`src/rtl/pc_src_pkg.sv`:
```
// Shared defaults and source-index constants for the PC source register.
package pc_src_pkg;

  localparam int unsigned DEF_WIDTH       = 32;
  localparam int unsigned DEF_NUM_SRC     = 4;
  localparam int unsigned DEF_RESET_PC    = 0;
  localparam bit          DEF_FORCE_ALIGN = 1'b1;
  localparam int unsigned DEF_CNT_W       = 16;

  localparam int unsigned SRC_ALU     = 0;
  localparam int unsigned SRC_ALU_RES = 1;
  localparam int unsigned SRC_A_OUT   = 2;
  localparam int unsigned SRC_CONCAT  = 3;

  function automatic int unsigned sel_width(input int unsigned n);
    return (n > 2) ? unsigned'($clog2(n)) : 1;
  endfunction

endpackage

```
`src/rtl/mux_n.sv`:
```
// N-way combinational source mux; an out-of-range select yields zero.
module mux_n #(
  parameter int unsigned WIDTH   = 32,
  parameter int unsigned NUM_SRC = 4,
  parameter int unsigned SEL_W   = 2
) (
  input  logic [NUM_SRC*WIDTH-1:0] src,
  input  logic [SEL_W-1:0]         sel,
  output logic [WIDTH-1:0]         out
);

  always_comb begin
    out = '0;
    for (int unsigned i = 0; i < NUM_SRC; i++) begin
      if (32'(sel) == i) out = src[i*WIDTH +: WIDTH];
    end
  end

endmodule

```
`src/rtl/pc_src_reg.sv`:
```
// Program counter register with selectable next-PC source, branch-conditional
// update, sticky bad-select flag and saturating update counter.
module pc_src_reg
  import pc_src_pkg::*;
#(
  parameter int unsigned      WIDTH       = DEF_WIDTH,
  parameter int unsigned      NUM_SRC     = DEF_NUM_SRC,
  parameter logic [WIDTH-1:0] RESET_PC    = WIDTH'(DEF_RESET_PC),
  parameter bit               FORCE_ALIGN = DEF_FORCE_ALIGN,
  parameter int unsigned      CNT_W       = DEF_CNT_W,
  localparam int unsigned     SEL_W       = sel_width(NUM_SRC)
) (
  input  logic                     clk,
  input  logic                     rst_n,
  input  logic [NUM_SRC*WIDTH-1:0] src,
  input  logic [SEL_W-1:0]         sel,
  input  logic                     pc_write,
  input  logic                     pc_write_cond,
  input  logic                     zero,
  input  logic                     branch_ne,
  input  logic                     sel_err_clr,
  output logic [WIDTH-1:0]         pc,
  output logic [WIDTH-1:0]         pc_prev,
  output logic                     pc_updated,
  output logic                     sel_err,
  output logic [CNT_W-1:0]         update_count
);

  localparam logic [WIDTH-1:0] RESET_PC_AL =
    FORCE_ALIGN ? {RESET_PC[WIDTH-1:2], 2'b00} : RESET_PC;

  logic [WIDTH-1:0] mux_out, pc_d, pc_q, pc_prev_d, pc_prev_q;
  logic [CNT_W-1:0] cnt_d, cnt_q;
  logic             upd_q, err_d, err_q;
  logic             req, sel_ok, accept;

  mux_n #(
    .WIDTH   (WIDTH),
    .NUM_SRC (NUM_SRC),
    .SEL_W   (SEL_W)
  ) u_mux (
    .src (src),
    .sel (sel),
    .out (mux_out)
  );

  // Taken branch when zero disagrees with the inverted sense (bne).
  assign req    = pc_write | (pc_write_cond & (zero ^ branch_ne));
  assign sel_ok = 32'(sel) < NUM_SRC;
  assign accept = req & sel_ok;

  always_comb begin
    pc_d      = pc_q;
    pc_prev_d = pc_prev_q;
    cnt_d     = cnt_q;
    if (accept) begin
      pc_d      = FORCE_ALIGN ? {mux_out[WIDTH-1:2], 2'b00} : mux_out;
      pc_prev_d = pc_q;
      if (cnt_q != '1) cnt_d = cnt_q + 1'b1;
    end
    // A fresh error wins over a simultaneous clear.
    err_d = (req & ~sel_ok) | (err_q & ~sel_err_clr);
  end

  always_ff @(posedge clk or negedge rst_n) begin
    if (!rst_n) begin
      pc_q      <= RESET_PC_AL;
      pc_prev_q <= RESET_PC;
      upd_q     <= 1'b0;
      err_q     <= 1'b0;
      cnt_q     <= '0;
    end else begin
      pc_q      <= pc_d;
      pc_prev_q <= pc_prev_d;
      upd_q     <= accept;
      err_q     <= err_d;
      cnt_q     <= cnt_d;
    end
  end

  assign pc           = pc_q;
  assign pc_prev      = pc_prev_q;
  assign pc_updated   = upd_q;
  assign sel_err      = err_q;
  assign update_count = cnt_q;

endmodule

```
`config.mk`:
```
export PLATFORM = sky130hd
export DESIGN_NAME = pc_src_reg
export DESIGN_NICKNAME = d
export VERILOG_FILES = /design/src/rtl/pc_src_pkg.sv /design/src/rtl/mux_n.sv /design/src/rtl/pc_src_reg.sv
export SDC_FILE = /design/constraint.sdc
export NUM_CORES = 1
export LEC_CHECK = 0
export BUFFER_PORTS_ARGS = -buffer_cell sky130_fd_sc_hd__buf_4
export CORE_MARGIN = 10
export CORE_UTILIZATION = 50
export CTS_BUF_LIST = sky130_fd_sc_hd__clkbuf_2 sky130_fd_sc_hd__clkbuf_4 sky130_fd_sc_hd__clkbuf_8
export DETAILED_ROUTE_END_ITERATION = 16
export MAX_ROUTING_LAYER = met4
export PLACE_DENSITY = 0.88
export SLEW_MARGIN = 5
export SYNTH_ARGS = -nofsm -noshare
export SYNTH_HDL_FRONTEND = slang
export SYNTH_HIERARCHICAL = 1
export SYNTH_SLANG_ARGS = --single-unit
```
`constraint.sdc`:
```
create_clock -name clk -period 4.04 [get_ports clk]
set_input_delay 0.404 -clock clk [delete_from_list [all_inputs] [get_ports clk]]
set_output_delay 0.404 -clock clk [all_outputs]
set_load 0.005 [all_outputs]
```
==> run metrics, run 1 <==
RSZ-0062 raised after global routing false; FF-to-FF Start update_count[0]$_DFFE_PN0P_; layout cells sized above 1 0.656; Die W 109 um; # DRC 0; CP Capture Type register; status completed; GRT overflow 0; Cell Chain, Critical Path buf_4, xor2_2, a21oi_4, inv_2, mux2_1; Final ANT Viol Nets 0; CP Class in -> reg; critical path's slowest cell a21oi_4; hpwl dp 9.35 mm; cts hold-fix bufs 0; Fin Setup TNS 0 ns; Min-Delay Path Class in -> async; CTS tree done; Tcrit/Tclk final 0.495; # rows 32; maximum VDD drop 0.000216 V; Max FO, Critical Path 32; CP startpoint branch_ne; Final nets 590; mapped cell area 3980 um^2; metal2 WL 6.00 mm; latest clock arrival within the worst-skew pair 0.33 ns; max-slew violation count 0; Peak Freq 500 MHz; initial drt markers 45; CTS sink count 78; slowest stage delay, CP 0.54 ns; Min Clock Period, post-route 2.00 ns; Pwr Total 2.48 mW; largest net degree at the start of global routing 79; Inserted Clock Buffers 9; Port Buffers 206; Clock Skew 0.00841 ns; Least-Margin Pin Slew 0.957 ns; final hold vios 0; LEAKAGE 2.71 nW; CP required 4.25 ns; average cell area after synthesis 16.0 um^2; vias 3,031; RePlAce Congestion 0.803; Setup violations, final 0; drt pass-1 iters 5; Overall Global Routing Usage 0.201; commonest non-fill, non-tap cells in the layout buf_4, dfrtp_1, mux2_2; number of antenna diodes 0; metal3 WL 974 um; Die Y 109 um; clock-pin slew on the worst setup and hold paths 0.08 ns; P&R area growth vs syn 44.4%; fin worst setup slack 2.04 ns; CP arrival 2.21 ns; clock root buffer master clkbuf_8; antenna violations before repair 0; core area 7730 um^2; DR WL/cell 20.5 um; cell area power density 431 nW/um^2; commonest non-fill, non-tap cell in the layout buf_4; Max-cap violations 0; post-cts sizing count 0; Initial Util 0.515; dpl ws 1.65 ns; Setup Fix Bufs, Post-CTS 0; Post-Syn Instances 248; Max Used Layer met4; DR vias/cell 5.42; clk buf depth 2; vias in the first global route 3,455; final WL 11.5 mm; nature of the critical path startpoint primary input; DRT met1 WL 4.12 mm; CTS H-tree depth 3; die area 11,900 um^2; Slew HR 0.362; first-pass GRT wire length 17.8 mm; Yosys warning total 6; io pins 219
## worst max-delay path: cells and delay by family
kind | cells | cell delay [ns]
buffers and inverters | 2 | 0.59
XOR/XNOR | 1 | 0.20
multiplexers | 1 | 0.44
AO/OA/AOI/OAI | 1 | 0.54
## routing by layer
layer,vias up,track usage
li1,1348,-
met1,1504,0.204
met2,148,0.344
met3,31,0.0702
met4,0,0.0864
met5,-,-
## report_power, final
group          internal, mW  switching [mW]
Sequential            0.939           0.134
Clock                 0.405           0.268
Combinational         0.458           0.271
## through the flow
stage	util	hold slack [ns]	cells	cell area (um^2)
floorplan	-	0.108	251	3990
global placement	0.713	0.489	543	5510
detailed placement	0.713	0.487	543	5510
CTS	0.744	0.214	559	5750
global route	0.744	0.210	559	5750
finish	0.744	0.214	559	5750
## flip-flops by register name, indices dropped and copies added (netlist names)
| name | flops |
|---|---|
| pc_prev | 30 |
| sel_err | 1 |
| pc | 30 |
| update_count | 16 |
| pc_updated | 1 |
## path summary, 6_finish.rpt
kind	endpoint	slack [ns]	cells past startpoint
worst max-delay path	pc[7]$_DFFE_PN0P_	2.04	5
max in group asynchronous	pc[19]$_DFFE_PN0P_	3.20	1
min in group clk	sel_err$_DFF_PN0_	0.23	2
worst min register to register	update_count[5]$_DFFE_PN0P_	0.50	1
worst min-delay path	update_count[11]$_DFFE_PN0P_	0.21	1
worst max register to register	update_count[1]$_DFFE_PN0P_	2.05	5
## layout make-up
cell class	count	area, um^2
clock inverters	3	65.1
flip-flops and latches	78	1950
multi-input cells	153	1860
inverters	3	11.3
clock buffers	13	173
fillers	534	1980
repair buffers	207	1550
well taps	102	128
(Power assumes the default switching activity.)
==> run 2: changes to the inputs <==
CORE_UTILIZATION = 42   (was 50)
PLACE_DENSITY = 0.79   (was 0.88)
clock period = 1.75 ns   (was 4.04 ns; I/O delays follow)
==> run 2 against run 1 <==
  * Die area up 15%
  * Clock power up 120%
  * Register-to-register slack worse by 1.9 ns
  * Sequential share of layout area down 1.3 points
  * Critical endpoint is now update_count[15]$_DFFE_PN0P_
==> run metrics, run 2 (same netlist as run 1, synthesis figures left out) <==
GRT overflow 0; post-cts sizing count 0; P&R area growth vs syn 50.0%; dpl cells 584; commonest non-fill, non-tap cells in the layout buf_4, dfrtp_1, mux2_2; commonest non-fill, non-tap cell in the layout buf_4; Max FO, Critical Path 10; CP arrival 1.84 ns; WHS 0.270 ns; CP required 1.97 ns; Inserted Clock Buffers 9; Initial Util 0.431; Fin Setup TNS 0 ns; Overall Global Routing Usage 0.171; Min-Delay Path Class in -> reg; Finished Layout Cells 601; CP Class reg -> reg; # rows 35; Die W 117 um; FF-to-FF Start update_count[3]$_DFFE_PN0P_; clk buf depth 2; Setup violations, final 0; largest net degree at the start of global routing 36; Worst Min Path Start src[84]; RePlAce Congestion 0.791; drt pass-1 iters 4; antenna violations before repair 0; maximum VDD drop 0.000391 V; Max-cap violations 0; CTS tree done; die area 13,800 um^2; latest clock arrival within the worst-skew pair 0.33 ns; layout cells sized above 1 0.663; clock root buffer master clkbuf_8; DR WL/cell 19.1 um; Min Clock Period, post-route 1.62 ns; Final nets 606; Tcrit/Tclk final 0.925; core area 9240 um^2; status completed; Clock Skew 0.0115 ns; final hold vios 0; final WL 11.5 mm; CP startpoint update_count[3]$_DFFE_PN0P_; number of antenna diodes 0; RSZ-0062 raised after global routing false; hpwl dp 9.32 mm; nature of the critical path startpoint register; Port Buffers 206; CTS H-tree depth 3; CTS sink count 78; vias 3,044; CP Capture Type register; initial drt markers 89; vias in the first global route 3,585; LEAKAGE 2.80 nW; DR vias/cell 5.06; Final ANT Viol Nets 0; Peak Freq 618 MHz; io pins 219; Die Y 117 um; # DRC 0; cell area power density 970 nW/um^2; max-slew violation count 0; clock-pin slew on the worst setup and hold paths 0.08 ns; first-pass GRT wire length 18.5 mm
-- run 2: worst paths after layout --
check / slack, ns / depth (start not counted) / end
worst max-delay path: 0.13 / 4 / update_count[15]$_DFFE_PN0P_
worst min-delay path: 0.27 / 3 / pc[20]$_DFFE_PN0P_
worst max register to register: 0.13 / 4 / update_count[15]$_DFFE_PN0P_
worst min register to register: 0.51 / 1 / pc_prev[3]$_DFFE_PN0P_
max in group asynchronous: 0.87 / 3 / pc[12]$_DFFE_PN0P_
min in group asynchronous: 0.28 / 2 / update_count[11]$_DFFE_PN0P_
-- run 2: layout make-up --
cell class,count,area [um^2]
Fill cell,714,3270
Clock buffer,12,159
Sequential cell,78,1950
Multi-Input combinational cell,153,1860
Inverter,3,11.3
Tap cell,129,161
Clock inverter,3,67.6
Timing Repair Buffer,223,1750
-- run 2: per-layer routing --
layer  part of all wire  global-route usage  vias up
met2               0.53               0.302      131
met3              0.075              0.0585        8
met1               0.38               0.177     1529
li1                   -                   -     1376
met5                  0                   -        -
met4             0.0085              0.0430        0
-- run 2: stage by stage --
stage,utilization,power [mW],cell area [um^2],setup WS [ns]
after floorplan,-,3.20,3990,0.0130
after detailed placement,0.619,4.36,5720,0.153
after global placement,0.619,4.28,5720,0.156
after global routing,0.646,6.15,5970,0.00778
final,0.646,5.79,5970,0.132
after CTS,0.646,5.88,5970,0.135
-- run 2: critical path, cell delays in order, from the launching register on --
cell	delay, ns
dfrtp_1	0.43
and4_4	0.28
o211ai_4	0.14
nor4_1	0.29
mux2_2	0.37
-- run 2: what timing repair did --
| action | in CTS | in global routing |
|---|---|---|
| hold endpoints to repair | 25 | 0 |
| buffers inserted | 0 | 0 |
| hold buffers | 2 | 0 |
-- run 2: where the power goes --
group	leakage, nW	switching (mW)	internal (mW)	total [mW]
Clock	0.112	0.609	0.890	1.50
Sequential	0.927	0.275	2.17	2.44
Combinational	1.76	0.692	1.16	1.85
Total	2.80	1.58	4.21	5.79
